[config.mk]
export PLATFORM = sky130hd
export DESIGN_NAME = fft_input_framer_flat
export DESIGN_NICKNAME = d
export VERILOG_FILES = /design/src/rtl/fft_input_framer_if.sv /design/src/rtl/fft_input_framer.sv /design/src/flat_wrapper.sv
export SDC_FILE = /design/constraint.sdc
export NUM_CORES = 1
export LEC_CHECK = 0
export CAP_MARGIN = 20
export CELL_PAD_IN_SITES_DETAIL_PLACEMENT = 0
export CELL_PAD_IN_SITES_GLOBAL_PLACEMENT = 1
export CORE_AREA = 2 2 221 245
export CTS_CLUSTER_SIZE = 40
export DETAILED_ROUTE_END_ITERATION = 16
export DIE_AREA = 0 0 223 247
export PLACE_DENSITY = 0.73
export SLEW_MARGIN = 20
export SYNTH_ARGS = -nofsm -noshare
export SYNTH_HDL_FRONTEND = slang
export SYNTH_SLANG_ARGS = --single-unit
[constraint.sdc]
create_clock -name clk -period 3.1 [get_ports clk]
set_clock_uncertainty 0.1 [all_clocks]
set_input_delay 0.62 -clock clk [delete_from_list [all_inputs] [get_ports clk]]
set_output_delay 0.62 -clock clk [all_outputs]
set_load 0.02 [all_outputs]
[src/rtl/fft_input_framer_if.sv]
// Sample-in / frame-out bus of the FFT input framer.
// Latency: none, wires only.
// Backpressure: carries in_valid/in_ready and frame_valid/frame_ready.
// Ports: in_valid/in_ready/in_real/in_imag form the sample stream; frame_valid/frame_ready/
// frame_real/frame_imag form the frame stream; frame_count is the release counter.
// Modports: master = the environment (sample source and frame consumer), slave = the framer.
interface fft_input_framer_if #(
    parameter int N      = 8,
    parameter int DATA_W = 16
);
    logic                       in_valid;
    logic                       in_ready;
    logic [DATA_W-1:0]          in_real;
    logic [DATA_W-1:0]          in_imag;
    logic                       frame_valid;
    logic                       frame_ready;
    logic [N-1:0][DATA_W-1:0]   frame_real;
    logic [N-1:0][DATA_W-1:0]   frame_imag;
    logic [15:0]                frame_count;

    modport master (
        output in_valid, in_real, in_imag, frame_ready,
        input  in_ready, frame_valid, frame_real, frame_imag, frame_count
    );

    modport slave (
        input  in_valid, in_real, in_imag, frame_ready,
        output in_ready, frame_valid, frame_real, frame_imag, frame_count
    );
endinterface

[src/rtl/fft_input_framer.sv]
// Ping-pong framer: packs a complex sample stream into N-sample frames for the FFT core.
// Latency: frame_valid rises the cycle after the Nth sample of a frame is accepted.
// Backpressure: in_ready drops only while both banks hold unreleased frames.
// Ports: clk, rst (synchronous, active high); bus is the slave side of fft_input_framer_if.
module fft_input_framer #(
    parameter int N      = 8,
    parameter int DATA_W = 16,
    parameter int BITREV = 0
) (
    input  logic                clk,
    input  logic                rst,
    fft_input_framer_if.slave   bus
);
    localparam int              IDX_W    = (N > 1) ? $clog2(N) : 1;
    localparam logic [IDX_W-1:0] LAST_IDX = IDX_W'(N - 1);

    logic [DATA_W-1:0] re_q [2][N];
    logic [DATA_W-1:0] im_q [2][N];

    logic [1:0]       full_q, full_d;
    logic             wr_bank_q, wr_bank_d;
    logic             rd_bank_q, rd_bank_d;
    logic [IDX_W-1:0] wr_idx_q, wr_idx_d;
    logic [15:0]      frame_count_q, frame_count_d;

    logic             accept;
    logic             frame_done;
    logic             frame_rel;
    logic [IDX_W-1:0] wr_pos;

    logic [N-1:0][DATA_W-1:0] out_re;
    logic [N-1:0][DATA_W-1:0] out_im;

    function automatic logic [IDX_W-1:0] bitrev(input logic [IDX_W-1:0] v);
        logic [IDX_W-1:0] r;
        for (int k = 0; k < IDX_W; k++) begin
            r[k] = v[IDX_W-1-k];
        end
        return r;
    endfunction

    // The write bank is never full while being written, so in_ready only
    // depends on registered state.
    assign bus.in_ready    = !full_q[wr_bank_q];
    assign bus.frame_valid = full_q[rd_bank_q];
    assign bus.frame_count = frame_count_q;

    assign accept     = bus.in_valid && !full_q[wr_bank_q];
    assign frame_done = accept && (wr_idx_q == LAST_IDX);
    assign frame_rel  = full_q[rd_bank_q] && bus.frame_ready;
    assign wr_pos     = (BITREV != 0) ? bitrev(wr_idx_q) : wr_idx_q;

    always_comb begin
        out_re = '0;
        out_im = '0;
        for (int k = 0; k < N; k++) begin
            out_re[k] = re_q[rd_bank_q][k];
            out_im[k] = im_q[rd_bank_q][k];
        end
    end

    assign bus.frame_real = out_re;
    assign bus.frame_imag = out_im;

    // Completion and release always hit different banks, so both updates
    // to full can be applied independently in the same cycle.
    always_comb begin
        full_d        = full_q;
        wr_bank_d     = wr_bank_q;
        rd_bank_d     = rd_bank_q;
        wr_idx_d      = wr_idx_q;
        frame_count_d = frame_count_q;
        if (accept) begin
            wr_idx_d = wr_idx_q + IDX_W'(1);
        end
        if (frame_done) begin
            full_d[wr_bank_q] = 1'b1;
            wr_bank_d         = !wr_bank_q;
            wr_idx_d          = '0;
        end
        if (frame_rel) begin
            full_d[rd_bank_q] = 1'b0;
            rd_bank_d         = !rd_bank_q;
            frame_count_d     = frame_count_q + 16'd1;
        end
    end

    always_ff @(posedge clk) begin
        if (rst) begin
            full_q        <= '0;
            wr_bank_q     <= 1'b0;
            rd_bank_q     <= 1'b0;
            wr_idx_q      <= '0;
            frame_count_q <= '0;
        end else begin
            full_q        <= full_d;
            wr_bank_q     <= wr_bank_d;
            rd_bank_q     <= rd_bank_d;
            wr_idx_q      <= wr_idx_d;
            frame_count_q <= frame_count_d;
        end
    end

    always_ff @(posedge clk) begin
        if (rst) begin
            for (int b = 0; b < 2; b++) begin
                for (int k = 0; k < N; k++) begin
                    re_q[b][k] <= '0;
                    im_q[b][k] <= '0;
                end
            end
        end else if (accept) begin
            re_q[wr_bank_q][wr_pos] <= bus.in_real;
            im_q[wr_bank_q][wr_pos] <= bus.in_imag;
        end
    end
endmodule

[src/flat_wrapper.sv]
// flat-port wrapper written by rule: the top's interface ports become plain ports
module fft_input_framer_flat 
#(
    parameter int N      = 8,
    parameter int DATA_W = 16,
    parameter int BITREV = 0
)
  (clk, rst, bus_in_valid, bus_in_real, bus_in_imag, bus_frame_ready, bus_in_ready, bus_frame_valid, bus_frame_real, bus_frame_imag, bus_frame_count);
  fft_input_framer_if #(.N(N), .DATA_W(DATA_W)) bus_i ();
  input  logic clk;
  input  logic rst;
  input wire logic [$bits(bus_i.in_valid)-1:0] bus_in_valid;
  input wire logic [$bits(bus_i.in_real)-1:0] bus_in_real;
  input wire logic [$bits(bus_i.in_imag)-1:0] bus_in_imag;
  input wire logic [$bits(bus_i.frame_ready)-1:0] bus_frame_ready;
  output wire logic [$bits(bus_i.in_ready)-1:0] bus_in_ready;
  output wire logic [$bits(bus_i.frame_valid)-1:0] bus_frame_valid;
  output wire logic [$bits(bus_i.frame_real)-1:0] bus_frame_real;
  output wire logic [$bits(bus_i.frame_imag)-1:0] bus_frame_imag;
  output wire logic [$bits(bus_i.frame_count)-1:0] bus_frame_count;
  assign bus_i.in_valid = bus_in_valid;
  assign bus_i.in_real = bus_in_real;
  assign bus_i.in_imag = bus_in_imag;
  assign bus_i.frame_ready = bus_frame_ready;
  assign bus_in_ready = bus_i.in_ready;
  assign bus_frame_valid = bus_i.frame_valid;
  assign bus_frame_real = bus_i.frame_real;
  assign bus_frame_imag = bus_i.frame_imag;
  assign bus_frame_count = bus_i.frame_count;
  fft_input_framer #(.N(N), .DATA_W(DATA_W), .BITREV(BITREV)) u_core (.clk(clk), .rst(rst), .bus(bus_i));
endmodule
==> run summary, run 1 <==
• setup repair after global routing missed its margin: yes
• signal arrival time at the worst endpoint: 2.40 ns
• share of flip-flops with an asynchronous set or reset: 0
• relative contribution of combinational cells to total power: 0.075
• cell type of the slowest stage on the worst timing path: sky130_fd_sc_hd__dfxtp_4
• clock latency of the later-clocked register in the worst-skew pair: 0.59 ns
• H-tree Lvls: 2
• Clock Tree Root: sky130_fd_sc_hd__clkbuf_16
• Detail Route Antenna Nets: 0
• leakage power figure: 10.77 nW
• number of rows in the core area: 89
• part of the total power dissipated in sequential elements: 0.533
• result of the run: finished with violations
• PwrDens: 559.1 nW/um^2
• proportion of power drawn by the clock network: 0.392
• maximum clock insertion buffer count: 3
• global router's overall resource usage: 0.2153
• final routed wire length divided by cell count: 25.41 um
• most frequent cells in the layout: 512 x sky130_fd_sc_hd__edfxtp_1, 289 x sky130_fd_sc_hd__and2_1, 258 x sky130_fd_sc_hd__mux2_2
• internal power: 12.18 mW
• number of antenna violations at the first check in global routing: 6
• most used flip-flop cell after synthesis: sky130_fd_sc_hd__edfxtp_1
• Worst path max stage delay: 0.50 ns
• TritonCTS clock tree: yes
• TritonCTS Buffers: 52
• synthesized area per cell: 16.72 sq um
• crit path capture type: output port
• PortBufs: 309
• endpoint required time on the critical path: 2.38 ns
• starting utilization of the core area: 0.4136
• total power draw: 15.64 mW
• Post-synth EDFFs: 512
• most common library cell in the layout ignoring fill and taps: sky130_fd_sc_hd__edfxtp_1
• global-route wire length before repair: 85.75 mm
• area of the mapped netlist: 21,880 sq um
• critical path, cell by cell: buf_16, mux2_2, dlygate4sd2_1
• area of the die: 55,080 sq um
• I/O pins: 310
• clock-pin transition on the worst setup and hold timing paths: 0.06 ns
• First DRT Iteration DRCs: 1,023
• worst setup path class: flop to output port
• buffers plus inverters on the worst setup path: 2
• critical path's top delay family: buffers and inverters
• Final Hold Violating Endpoints: 0
• failing checks: setup timing
• sequential cell area: 15,860 sq um
• Max VDD drop: 0.3513 mV
• via count of the routed design: 12,370
• Remaining Overflow, GRT: 0
• crit start category: flop
• slew of the pin with the lowest slew margin: 0.5713 ns
• TritonCTS Sinks: 536
• setup violators final: 5
• instance count after placement with tap cells included: 2,290
• switching portion of total power: 0.2216
• share of synthesized area occupied by flip-flops and latches: 0.7248
• final cycle utilization of the critical path: 1.008
• Worst Setup Slack, final: -0.02427 ns
• number of detailed-routing iterations run before antenna repair: 7
• HPWL Detailed: 38.88 mm
• register bit count reported by yosys: 536
• GPL Wtd Cong: 0.7782
• Final Net Count: 1,705
• relative slew slack: 0.6191
• non-filler instance count after layout: 2,386
• via count of the first global-routing pass: 12,520
• fraction of layout instances using a drive strength above 1: 0.2648
• Highest Clock Rate: 320.1 MHz
• Total Routed Length: 60.62 mm
• y dimension of the die: 247 um
• multi-input gate area in the final layout: 5872 sq um
• area added between synthesis and finish: 27.91%
• DR DRC count: 0
• top fanout value on the critical path: 92
• largest net degree at the start of global routing: 93
• vias per inst: 5.183
• max cap viols: 0
• post-synth cell types: 35
• total nets after synthesis: 1,347
• number of standard cells after synthesis: 1,308
• total negative setup slack: -0.04862 ns
• NetSw: 3.467 mW
• width of the chip: 223 um
• Min-Delay Path Class: flop to flop
• Fillers: 4,235
• total core area: 52,890 sq um
• minimum clock period after layout: 3.124 ns
• yosys synthesis warning count: 0
• count of final max-slew check failures: 0
## final cells by class
cell class	count	share of cell area
clock inverter	31	0.01006
timing repair buffer	368	0.1346
clock buffer	60	0.04758
multi-input combinational	704	0.2098
antenna	1	0.00008943
sequential	536	0.5668
inverter	4	0.0005366
tap	682	0.03050
## cells in the mapped netlist (2+ instances only)
cell	instances	area share
sky130_fd_sc_hd__and3_1	3	0.00086
sky130_fd_sc_hd__and2_1	289	0.083
sky130_fd_sc_hd__clkbuf_2	6	0.0014
sky130_fd_sc_hd__edfxtp_1	512	0.70
sky130_fd_sc_hd__a31oi_1	2	0.00057
sky130_fd_sc_hd__nor2b_1	3	0.00086
sky130_fd_sc_hd__nor3_1	7	0.0016
sky130_fd_sc_hd__nand4_1	4	0.0011
sky130_fd_sc_hd__a31o_2	5	0.0020
sky130_fd_sc_hd__nor2_1	20	0.0034
sky130_fd_sc_hd__a21oi_1	10	0.0023
sky130_fd_sc_hd__o21ai_0	4	0.00092
sky130_fd_sc_hd__o21bai_1	4	0.0014
sky130_fd_sc_hd__nand3_1	8	0.0018
sky130_fd_sc_hd__mux2_2	259	0.13
sky130_fd_sc_hd__nand2b_1	2	0.00057
sky130_fd_sc_hd__clkbuf_1	57	0.0098
sky130_fd_sc_hd__dfxtp_1	24	0.022
sky130_fd_sc_hd__nor4b_4	3	0.0033
sky130_fd_sc_hd__and2_2	34	0.012
sky130_fd_sc_hd__or3_1	5	0.0014
sky130_fd_sc_hd__ha_1	3	0.0017
sky130_fd_sc_hd__or2_2	8	0.0023
sky130_fd_sc_hd__nand2_1	15	0.0026
sky130_fd_sc_hd__nand3b_1	2	0.00069
sky130_fd_sc_hd__inv_1	4	0.00069
sky130_fd_sc_hd__xor2_1	5	0.0020
sky130_fd_sc_hd__xnor2_1	3	0.0012
## per-stage QoR
stage | hold WS (ns) | cell area, sq um | utilization | setup slack [ns]
floorplan | 0.3978 | 21880 | - | -0.2726
global placement | 0.3843 | 26380 | 0.4987 | 0.1204
detailed placement | 0.3984 | 26380 | 0.4987 | 0.1188
CTS | 0.4100 | 27840 | 0.5263 | -0.05572
global route | 0.4231 | 27980 | 0.5290 | -0.03913
finish | 0.4047 | 27980 | 0.5290 | -0.02427
## final timing paths
| kind | startpoint | endpoint | slack (ns) | cells past startpoint |
|---|---|---|---|---|
| worst max-delay path | flop | bus_frame_imag[15] | -0.02 | 3 |
| worst min-delay path | u_core.bus.frame_count[1] | u_core.bus.frame_count[1] | 0.40 | 2 |
| worst max register to register | u_core.wr_bank_q | u_core.re_q[1][43] | 0.56 | 5 |
| worst min register to register | u_core.bus.frame_count[1] | u_core.bus.frame_count[1] | 0.40 | 2 |
## sequential cells by signal, indices dropped and copies added, names as in the netlist, named ones only
signal                  flops
u_core.im_q               256
u_core.re_q               256
u_core.wr_idx_q             3
u_core.full_q               2
u_core.wr_bank_q            1
u_core.bus.frame_count     16
u_core.rd_bank_q            1
## power by group through the flow
stage               clock, mW  combinational [mW]  sequential (mW)
finish                   6.13                1.18             8.33
global placement            0                1.24             8.47
CTS                      6.22                1.20             8.33
global route             6.50                1.24             8.36
detailed placement          0                1.25             8.48
floorplan                   0               0.531             8.46
## cell families (layout without fill, tap and decap cells)
kind of cell | after synthesis | after routing | synth area share
and+or+nand+nor | 407 | 407 | 0.1167
buffers and inverters | 68 | 463 | 0.01201
other | 0 | 1 | 0
DFF | 536 | 536 | 0.7248
adders and majority gates | 3 | 3 | 0.001716
AOI/OAI and AO/OA | 25 | 25 | 0.007149
xor gates and xnor gates | 8 | 8 | 0.003203
muxes | 261 | 261 | 0.1344
## per-layer routing
metal	wire length, um	GRT usage	up-vias
met5	0	0	-
met2	29490	0.3562	406
li1	-	-	5521
met3	3571	0.03802	84
met1	26010	0.2913	6356
met4	1542	0.06573	0
## what timing repair did
item | CTS | global route
pin swaps | 0 | 0
endpoints found under the setup margin | 178 | 121
hold buffers | 0 | 0
resized for setup | 138 | 23
cloned | 0 | 3
setup buffers | 0 | 1
## worst min-delay path, delay by kind of cell, from the launching register on
family,cells,cell delay (ns)
flip-flops,1,0.34
AO/OA/AOI/OAI,1,0.05
AND/OR/NAND/NOR,1,0.07
(Power assumes the default switching activity.)
==> inputs of run 2 (changes only) <==
--- a/config.mk
+++ b/config.mk
@@ -12,6 +12,7 @@
 export CTS_CLUSTER_SIZE = 40
 export DETAILED_ROUTE_END_ITERATION = 16
 export DIE_AREA = 0 0 223 247
+export GPL_ROUTABILITY_DRIVEN = 0
 export PLACE_DENSITY = 0.73
 export SLEW_MARGIN = 20
 export SYNTH_ARGS = -nofsm -noshare
==> results of run 2 <==
No change in the layout: final DEF, timing and power equal those of run 1.
